**src/rtl/mem_ctrl.sv**
```systemverilog
// Load/store controller bridging byte/half/word CPU requests onto a word-wide RAM.
// Sub-word stores use read-modify-write. Bad accesses finish with an error and never reach the RAM.
module mem_ctrl (
  input  logic        clk_i,
  input  logic        rst_i,
  input  logic        req_valid_i,
  output logic        req_ready_o,
  input  logic        req_we_i,
  input  logic [1:0]  req_size_i,
  input  logic        req_sign_i,
  input  logic [31:0] req_addr_i,
  input  logic [31:0] req_wdata_i,
  output logic        resp_valid_o,
  output logic        resp_err_o,
  output logic [31:0] resp_rdata_o,
  output logic [7:0]  ram_addr_o,
  output logic        ram_cs_o,
  output logic        ram_rd_o,
  output logic        ram_oe_o,
  output logic [31:0] ram_wdata_o,
  input  logic [31:0] ram_rdata_i
);

  localparam int unsigned DW  = 32;
  localparam int unsigned RAW = 8;
  localparam int unsigned HW  = 16;

  localparam logic [2:0] S_IDLE      = 3'd0;
  localparam logic [2:0] S_READ      = 3'd1;
  localparam logic [2:0] S_WRITE     = 3'd2;
  localparam logic [2:0] S_RMW_READ  = 3'd3;
  localparam logic [2:0] S_RMW_WRITE = 3'd4;
  localparam logic [2:0] S_RESP      = 3'd5;

  localparam logic [1:0] SZ_BYTE = 2'b00;
  localparam logic [1:0] SZ_HALF = 2'b01;
  localparam logic [1:0] SZ_WORD = 2'b10;
  localparam logic [1:0] SZ_BAD  = 2'b11;

  logic [2:0]     state_q, state_d;
  logic [1:0]     size_q, size_d;
  logic           sign_q, sign_d;
  logic [1:0]     off_q, off_d;
  logic [HW-1:0]  wdata_q, wdata_d;
  logic           err_q, err_d;
  logic [DW-1:0]  rdata_q, rdata_d;
  logic [RAW-1:0] ram_addr_q, ram_addr_d;
  logic [DW-1:0]  ram_wdata_q, ram_wdata_d;
  logic           ram_cs_q, ram_cs_d;
  logic           ram_rd_q, ram_rd_d;
  logic           ram_oe_q, ram_oe_d;
  logic           resp_valid_q, resp_valid_d;
  logic           resp_err_q, resp_err_d;
  logic [DW-1:0]  resp_rdata_q, resp_rdata_d;
  logic           ready_q, ready_d;

  logic           accept;
  logic           bad_req;

  // Pick the addressed lane out of a RAM word and zero/sign-extend it
  function automatic logic [DW-1:0] load_ext(input logic [DW-1:0] w, input logic [1:0] off,
                                             input logic [1:0] size, input logic sign);
    logic [7:0]    b;
    logic [HW-1:0] h;
    logic [DW-1:0] r;
    b = 8'(w >> {off, 3'b000});
    h = off[1] ? w[31:16] : w[15:0];
    case (size)
      SZ_BYTE: r = sign ? {{24{b[7]}}, b} : {24'h0, b};
      SZ_HALF: r = sign ? {{16{h[15]}}, h} : {16'h0, h};
      default: r = w;
    endcase
    return r;
  endfunction

  // Replace the addressed byte or half lane of a RAM word with store data
  function automatic logic [DW-1:0] merge(input logic [DW-1:0] w, input logic [1:0] off,
                                          input logic [1:0] size, input logic [HW-1:0] d);
    logic [DW-1:0] m;
    m = w;
    if (size == SZ_BYTE) begin
      case (off)
        2'd0:    m[7:0]   = d[7:0];
        2'd1:    m[15:8]  = d[7:0];
        2'd2:    m[23:16] = d[7:0];
        default: m[31:24] = d[7:0];
      endcase
    end else if (off[1]) begin
      m[31:16] = d;
    end else begin
      m[15:0] = d;
    end
    return m;
  endfunction

  // Request acceptance and access legality check
  always_comb begin
    accept  = ready_q & req_valid_i;
    bad_req = (req_size_i == SZ_BAD)
            | ((req_size_i == SZ_HALF) & req_addr_i[0])
            | ((req_size_i == SZ_WORD) & (|req_addr_i[1:0]))
            | (|req_addr_i[31:10]);
  end

  // State register and all registered outputs
  always_ff @(posedge clk_i) begin
    if (rst_i) begin
      state_q      <= S_IDLE;
      size_q       <= '0;
      sign_q       <= 1'b0;
      off_q        <= '0;
      wdata_q      <= '0;
      err_q        <= 1'b0;
      rdata_q      <= '0;
      ram_addr_q   <= '0;
      ram_wdata_q  <= '0;
      ram_cs_q     <= 1'b0;
      ram_rd_q     <= 1'b0;
      ram_oe_q     <= 1'b0;
      resp_valid_q <= 1'b0;
      resp_err_q   <= 1'b0;
      resp_rdata_q <= '0;
      ready_q      <= 1'b0;
    end else begin
      state_q      <= state_d;
      size_q       <= size_d;
      sign_q       <= sign_d;
      off_q        <= off_d;
      wdata_q      <= wdata_d;
      err_q        <= err_d;
      rdata_q      <= rdata_d;
      ram_addr_q   <= ram_addr_d;
      ram_wdata_q  <= ram_wdata_d;
      ram_cs_q     <= ram_cs_d;
      ram_rd_q     <= ram_rd_d;
      ram_oe_q     <= ram_oe_d;
      resp_valid_q <= resp_valid_d;
      resp_err_q   <= resp_err_d;
      resp_rdata_q <= resp_rdata_d;
      ready_q      <= ready_d;
    end
  end

  // Next-state, datapath and output decode
  always_comb begin
    state_d      = state_q;
    size_d       = size_q;
    sign_d       = sign_q;
    off_d        = off_q;
    wdata_d      = wdata_q;
    err_d        = err_q;
    rdata_d      = rdata_q;
    ram_addr_d   = ram_addr_q;
    ram_wdata_d  = ram_wdata_q;
    resp_valid_d = 1'b0;
    resp_err_d   = resp_err_q;
    resp_rdata_d = resp_rdata_q;

    case (state_q)
      S_IDLE: begin
        if (accept) begin
          size_d  = req_size_i;
          sign_d  = req_sign_i;
          off_d   = req_addr_i[1:0];
          wdata_d = req_wdata_i[HW-1:0];
          err_d   = bad_req;
          rdata_d = '0;
          if (bad_req) begin
            state_d = S_RESP;
          end else begin
            ram_addr_d = req_addr_i[9:2];
            if (!req_we_i) begin
              state_d = S_READ;
            end else if (req_size_i == SZ_WORD) begin
              state_d     = S_WRITE;
              ram_wdata_d = req_wdata_i;
            end else begin
              state_d = S_RMW_READ;
            end
          end
        end
      end
      S_READ: begin
        rdata_d = load_ext(ram_rdata_i, off_q, size_q, sign_q);
        state_d = S_RESP;
      end
      S_WRITE: begin
        state_d = S_RESP;
      end
      S_RMW_READ: begin
        ram_wdata_d = merge(ram_rdata_i, off_q, size_q, wdata_q);
        state_d     = S_RMW_WRITE;
      end
      S_RMW_WRITE: begin
        state_d = S_RESP;
      end
      S_RESP: begin
        resp_valid_d = 1'b1;
        resp_err_d   = err_q;
        resp_rdata_d = rdata_q;
        state_d      = S_IDLE;
      end
      default: begin
        state_d = S_IDLE;
      end
    endcase

    // RAM strobes follow the state being entered so they line up with it once registered
    ram_cs_d = (state_d == S_READ) | (state_d == S_WRITE)
             | (state_d == S_RMW_READ) | (state_d == S_RMW_WRITE);
    ram_rd_d = (state_d == S_READ) | (state_d == S_RMW_READ);
    ram_oe_d = ram_rd_d;
    ready_d  = (state_d == S_IDLE);
  end

  assign req_ready_o  = ready_q;
  assign resp_valid_o = resp_valid_q;
  assign resp_err_o   = resp_err_q;
  assign resp_rdata_o = resp_rdata_q;
  assign ram_addr_o   = ram_addr_q;
  assign ram_cs_o     = ram_cs_q;
  assign ram_rd_o     = ram_rd_q;
  assign ram_oe_o     = ram_oe_q;
  assign ram_wdata_o  = ram_wdata_q;

endmodule

```
**config.mk**
```make
export PLATFORM = sky130hd
export DESIGN_NAME = mem_ctrl
export DESIGN_NICKNAME = d
export VERILOG_FILES = /design/src/rtl/mem_ctrl.sv
export SDC_FILE = /design/constraint.sdc
export NUM_CORES = 1
export LEC_CHECK = 0
export CAP_MARGIN = 20
export CELL_PAD_IN_SITES_DETAIL_PLACEMENT = 0
export CELL_PAD_IN_SITES_GLOBAL_PLACEMENT = 2
export CORE_AREA = 2 2 202 124
export DETAILED_ROUTE_END_ITERATION = 16
export DIE_AREA = 0 0 204 126
export GPL_TIMING_DRIVEN = 0
export PLACE_DENSITY = 0.79
export SLEW_MARGIN = 10
export SYNTH_ARGS = -nofsm -noshare
export SYNTH_HDL_FRONTEND = slang
export SYNTH_SLANG_ARGS = --single-unit
```
**constraint.sdc**
```tcl
create_clock -name clk_i -period 2.6 [get_ports clk_i]
set_input_delay 0.52 -clock clk_i [delete_from_list [all_inputs] [get_ports clk_i]]
set_output_delay 0.52 -clock clk_i [all_outputs]
set_load 0.05 [all_outputs]
```
==> out/metrics.csv, run 1 <==
stage,metric,value,unit
outcome,status,finished clean,
clock_tree,clock_sinks,134,
power_and_ir_drop,ir_drop,0.3860,mV
floorplanning,row_count,44,
worst_hold_path,hold_depth,2,
worst_setup_path,cp_max_fo,10,
clock_tree,cts.clk_slew.worst_paths,60,ps
floorplanning,core,23890,sq um
worst_setup_path,start_kind,flip-flop,
logic_synthesis,synth.distinct_cells,44,
global_routing,grt_max_degree,17,
finish,design_area,9133,sq um
drt,wire_per_inst,19.09,um
logic_synthesis,synthFlopType,dfxtp_1,
worst_setup_path,reg2regPathDepth,7,
worst_hold_path,hold-path-endpoint,resp_rdata_o[24],
logic_synthesis,synth_fp_nets,880,
floorplanning,die_x,204,um
drt,drc,0,
finish,layout_commonest_cell,clkdlybuf4s50_1,
place,place_congestion,0.8565,
logic_synthesis,yosysSeqAreaShare,42.13,%
clock_tree,htree_levels,4,
timing,max_freq,0.4106,GHz
logic_synthesis,ys_warn_count,0,
power_and_ir_drop,power_frac_comb,20.3,%
power_and_ir_drop,power_switching,0.001715,W
drt,dr.pass1.iters,5,
worst_setup_path,worstSetupPathType,reg -> reg,
drt,top_layer_used,met5,
global_routing,grt_use_total,19.81,%
worst_hold_path,hold_path.startpoint,rdata_q[24],
logic_synthesis,netlist_instances,777,
worst_setup_path,critPathArrivalTime,2710,ps
drt,dr_wl_met2,9269,um
floorplanning,ios,181,
finish,layout.cells.non_filler,1310,
clock_tree,max-clock-path-buffers,2,
worst_setup_path,reg2reg_from,off_q[1],
drt,met3_length,2199,um
clock_tree,numCtsBuffers,17,
timing,fin_crit_sh,93.67,%
logic_synthesis,syn-cell-area,6367,sq um
timing,slew_headroom,49.86,%
place,io_buffers,180,
timing,min_period,2436,ps
drt,vias,6379,
drt,initialDrtViolationCount,443,
power_and_ir_drop,p_seq_share,38.9,%
global_routing,antenna_found_initial,1,
power_and_ir_drop,p_sw_share,29.89,%
timing,finalHoldViolations,0,
finish,fin_nets,1079,
finish,n_antenna_cell,0,
logic_synthesis,async_reset_ff_share,0,%
finish,area_growth,43.43,%
worst_setup_path,reg2reg_to,rdata_q[5],
clock_tree,cts_root_buf,clkbuf_16,
clock_tree,clkLatencyLatePin,440,ps
flow_run,cap_viol_max_count,0,
timing,tightest_slew,742.3,ps
timing,finalSetupViolations,0,
timing,drv_slew,0,
logic_synthesis,syn_avg_cell_area,8.195,sq um
logic_synthesis,synth.ff_latch_count,134,
clock_tree,cts_hold_buf,0,
floorplanning,die_area,25700,sq um
global_routing,grt-ovfl-total,0,
drt,ant_nets,0,
place,dp_hpwl,19710,um
global_routing,grt_pass1_wl,37890,um
clock_tree,cts_tree,yes,
floorplanning,die_h,126,um
worst_setup_path,rrSetupSlack,160,ps
power_and_ir_drop,pwr-share-clk,40.8,%
floorplanning,start_util,26.65,%
drt,viasPerCell,4.869,
timing,final.setup_skew,21.32,ps
power_and_ir_drop,powerDensity,628.2,nW/um^2
power_and_ir_drop,p_int,0.004022,W
global_routing,grt_pass1_vias,6194,
worst_setup_path,cp-end-kind,flip-flop,
finish,layout-drive-gt1-share,5.466,%
place,place_area,8572,sq um
drt,routed_wl,25000,um
drt,wl_met1,13230,um
logic_synthesis,synth-edff-count,0,
power_and_ir_drop,p_leak,3.440,nW
worst_hold_path,hold_class,reg -> reg,
place,dp.cells,1279,
finish,most-common-layout-cells,"clkdlybuf4s50_1, nand2_1, dfxtp_1, a21oi_1, mux2i_1",
worst_setup_path,required,2880,ps
timing,rsz0062_at_grt,no,
repair_timing:
item	4_1_cts	5_1_grt
buffers inserted	0	0
resized for setup	0	1
setup endpoints to repair	0	4
routing by layer:
layer / vias up / track usage, %
met1: 3002 / 31.48
li1: 3114 / -
met5: - / 0
met3: 20 / 5.719
met4: 2 / 4.689
met2: 241 / 25.23
metrics by stage:
| stage | worst slack [ps] | setup TNS (ps) | utilization [%] | hold WS [ps] | power, W |
|---|---|---|---|---|---|
| after CTS | 68.31 | 0 | 38.21 | 454.4 | 0.005770 |
| after global routing | 13.02 | 0 | 38.22 | 470.8 | 0.005999 |
| after global placement | -294.7 | -24970 | 35.88 | 436.8 | 0.003425 |
| after detailed placement | -285.5 | -22950 | 35.88 | 445.9 | 0.003424 |
| final | 164.5 | 0 | 38.22 | 448.5 | 0.005737 |
| after floorplan | 409.8 | 0 | - | 424.9 | 0.002916 |
sequential cells by signal (all words and copies together) (netlist names):
register and flops:
err_q 1, off_q 2, ram_addr_o 8, ram_cs_o 1
ram_oe_o 1, ram_wdata_o 32, rdata_q 32, req_ready_o 1
resp_err_o 1, resp_rdata_o 32, resp_valid_o 1, sign_q 1
size_q 2, state_q 3, wdata_q 16
Yosys cell counts, types with 6 or more instances:
| library cell | count | share of area, % |
|---|---|---|
| mux2_1 | 6 | 1.1 |
| mux2_2 | 9 | 1.6 |
| nand3_1 | 9 | 0.71 |
| buf_2 | 10 | 0.79 |
| nand2_1 | 171 | 10 |
| clkbuf_1 | 50 | 2.9 |
| a21oi_1 | 73 | 5.7 |
| a211oi_1 | 24 | 2.8 |
| nor2b_1 | 26 | 2.6 |
| nor2_1 | 36 | 2.1 |
| o221ai_1 | 7 | 0.96 |
| o22a_1 | 7 | 0.96 |
| o21ai_0 | 60 | 4.7 |
| a211o_1 | 24 | 3.3 |
| and2_0 | 8 | 0.79 |
| a21boi_0 | 7 | 0.83 |
| dfxtp_1 | 134 | 42 |
| nor4_1 | 7 | 0.69 |
| mux2i_1 | 68 | 11 |
logic make-up after synthesis:
logic type      count (synthesis)  synth area share [%]
simple gates                  278                 19.34
compound gates                212                 20.61
flops                         134                 42.13
mux                            83                 13.34
buf+inv                        69                 4.441
xor+xnor                        1                0.1376
cell type report:
cell class / instances / area [sq um]
plain buffers: 64 / 264.0
clock buffers: 28 / 516.7
clock inverters: 3 / 40.04
fillers: 2550 / 14760
inverters: 4 / 15.01
multi-input cells: 574 / 3405
flip-flops and latches: 134 / 2683
well taps: 322 / 402.9
repair buffers: 181 / 1807
critical path: stages, from the launching register on:
cell      delay (ps)
dfxtp_1          300
clkbuf_1         260
buf_2            300
buf_1            490
nand2_1          300
o22a_1           320
o221ai_1         220
a21oi_1          100
power groups by stage:
stage	sequential [W]	combinational [W]	clock, W
3_3_place_gp	0.00227	0.00116	0
6_report	0.00223	0.00117	0.00234
2_1_floorplan	0.00227	0.000642	0
5_1_grt	0.00224	0.00127	0.00249
4_1_cts	0.00223	0.00116	0.00238
3_5_place_dp	0.00227	0.00115	0
how the worst max path moves through the flow:
stage / slack, ps / from / to
after floorplan: 410 / req_ready_o / ram_wdata_o[26]
final: 160 / off_q[1] / rdata_q[5]
after detailed placement: -290 / req_addr_i[25] / ram_wdata_o[26]
after global routing: 10 / size_q[0] / ram_wdata_o[11]
after global placement: -290 / req_addr_i[25] / ram_wdata_o[28]
after CTS: 70 / off_q[1] / ram_wdata_o[11]
Power figures use the tool's default switching activity.
==> run 2: changes to the inputs <==
--- a/config.mk
+++ b/config.mk
@@ -8,11 +8,11 @@
 export CAP_MARGIN = 20
 export CELL_PAD_IN_SITES_DETAIL_PLACEMENT = 0
 export CELL_PAD_IN_SITES_GLOBAL_PLACEMENT = 2
-export CORE_AREA = 2 2 202 124
+export CORE_AREA = 2 2 210 129
 export DETAILED_ROUTE_END_ITERATION = 16
-export DIE_AREA = 0 0 204 126
+export DIE_AREA = 0 0 212 131
 export GPL_TIMING_DRIVEN = 0
-export PLACE_DENSITY = 0.79
+export PLACE_DENSITY = 0.76
 export SLEW_MARGIN = 10
 export SYNTH_ARGS = -nofsm -noshare
 export SYNTH_HDL_FRONTEND = slang
==> constraint.sdc (replaced) <==
create_clock -name clk_i -period 1.95 [get_ports clk_i]
set_input_delay 0.39 -clock clk_i [delete_from_list [all_inputs] [get_ports clk_i]]
set_output_delay 0.39 -clock clk_i [all_outputs]
set_load 0.05 [all_outputs]
==> out/metrics.csv, run 2 (synthesis results as in run 1) <==
stage,metric,value,unit
timing,finalHoldViolations,0,
clock_tree,numCtsBuffers,17,
floorplanning,die_h,131,um
timing,finalSetupViolations,1,
worst_hold_path,hold_class,in -> reg,
clock_tree,cts.clk_slew.worst_paths,60,ps
timing,min_period,1951,ps
finish,area_growth,50.82,%
place,place_congestion,0.8530,
flow_run,cap_viol_max_count,0,
power_and_ir_drop,p_int,0.005901,W
outcome,status,"finished, violations left",
finish,seqCellArea,2695,sq um
place,dp_hpwl,20330,um
floorplanning,die_x,212,um
worst_setup_path,worstSetupPathType,in -> reg,
clock_tree,clkLatencyLatePin,440,ps
finish,most-common-layout-cells,"nand2_1, dfxtp_1, clkdlybuf4s50_1, dlygate4sd2_1, a21oi_1",
power_and_ir_drop,p_sw_share,29.16,%
timing,final.setup_skew,7.844,ps
global_routing,grt-ovfl-total,0,
global_routing,grt_use_total,19.17,%
timing,worst_slack,-0.6020,ps
clock_tree,cts_root_buf,clkbuf_16,
drt,wire_per_inst,19.44,um
global_routing,grt_max_degree,17,
clock_tree,htree_levels,4,
clock_tree,max-clock-path-buffers,2,
power_and_ir_drop,p_total,0.008330,W
timing,rsz0062_at_grt,yes,
finish,multi_input_area,3585,sq um
power_and_ir_drop,p_leak,4.197,nW
worst_setup_path,cp_max_fo,8,
timing,max_freq,0.5127,GHz
drt,vias,6433,
worst_setup_path,start_kind,input pin,
power_and_ir_drop,pwr-share-clk,43.5,%
power_and_ir_drop,power_switching,0.002429,W
worst_setup_path,cp-end-kind,flip-flop,
floorplanning,start_util,24.53,%
timing,slew_headroom,62.00,%
worst_setup_path,reg2regPathDepth,6,
clock_tree,cts_hold_buf,0,
drt,dr.pass1.iters,5,
place,io_buffers,180,
timing,tns,-0.6020,ps
drt,viasPerCell,4.748,
worst_hold_path,hold_depth,3,
global_routing,antenna_found_initial,3,
drt,routed_wl,26350,um
floorplanning,ios,181,
global_routing,grt_pass1_vias,6212,
floorplanning,core,25960,sq um
timing,fin_crit_sh,100.0,%
power_and_ir_drop,powerDensity,867.4,nW/um^2
clock_tree,cts_tree,yes,
clock_tree,clock_sinks,134,
power_and_ir_drop,power_frac_comb,20.3,%
floorplanning,die_area,27770,sq um
power_and_ir_drop,p_seq_share,36.2,%
drt,initialDrtViolationCount,543,
timing,tightest_slew,570.0,ps
finish,layout-drive-gt1-share,13.41,%
floorplanning,row_count,46,
finish,layout_commonest_cell,nand2_1,
timing,drv_slew,0,
drt,drc,0,
finish,fin_nets,1083,
power_and_ir_drop,ir_drop,0.4331,mV
outcome,violations,negative setup slack,
worst_setup_path,required,2270,ps
worst_setup_path,critPathArrivalTime,2270,ps
finish,fill_cells,2722,
global_routing,grt_pass1_wl,38920,um
drt,ant_nets,0,
[run 2: repair_timing]
| action | CTS | global route |
|---|---|---|
| setup buffers | 9 | 3 |
| resized for setup | 120 | 95 |
| pin swaps | 4 | 10 |
| endpoints found under the setup margin | 208 | 121 |
[run 2: layout make-up]
cell class / instances / area share [%]
Buffer: 57 / 3.557
Antenna cell: 3 / 0.07818
Sequential cell: 134 / 28.07
Inverter: 4 / 0.1564
Clock buffer: 22 / 4.938
Clock inverter: 9 / 1.798
Tap cell: 360 / 4.691
Timing Repair Buffer: 192 / 19.39
Multi-Input combinational cell: 574 / 37.33
[run 2: routing by layer]
layer	vias up	wire length, um	GRT usage, %
met5	-	13	0
met4	2	182	4.308
met3	18	2125	6.214
met2	237	10100	25.96
met1	3056	13930	28.79
li1	3120	-	-
[run 2: worst max-delay path: stages]
cell             delay [ps]
clkdlybuf4s50_1         400
nor4_1                  180
nand4_1                 120
buf_4                   170
nor4_4                  260
buf_4                   190
a21oi_4                 100
buf_8                   170
mux2_4                  290
[run 2: path summary, 6_finish.rpt]
check	slack (ps)	to	from
min reg2reg	450	resp_rdata_o[4]	resp_rdata_o[4]
max	-0.6	ram_wdata_o[28]	req_addr_i[12]
max reg2reg	-0.6	ram_wdata_o[28]	state_q[1]
min	320	size_q[1]	req_size_i[1]
[run 2: stage by stage]
| step | worst slack (ps) | instance area, sq um | util [%] | instances | hold WS (ps) |
|---|---|---|---|---|---|
| after floorplan | 1.683 | 6385 | - | 777 | 424.9 |
| after global placement | -835.7 | 8637 | 33.27 | 1317 | 440.4 |
| after detailed placement | -905.6 | 8637 | 33.27 | 1317 | 442.7 |
| after CTS | -134.3 | 9366 | 36.08 | 1352 | 455.6 |
| after global routing | -100.1 | 9595 | 36.97 | 1352 | 325.8 |
| final | -0.6020 | 9603 | 37.00 | 1355 | 316.4 |
[run 2: power groups by stage]
stage | Sequential, W | Clock (W) | Combinational [W]
final | 0.00301 | 0.00363 | 0.00169
after global routing | 0.00302 | 0.00382 | 0.00184
after CTS | 0.00300 | 0.00370 | 0.00161
after detailed placement | 0.00303 | 0 | 0.00155
after global placement | 0.00303 | 0 | 0.00156
after floorplan | 0.00304 | 0 | 0.000864
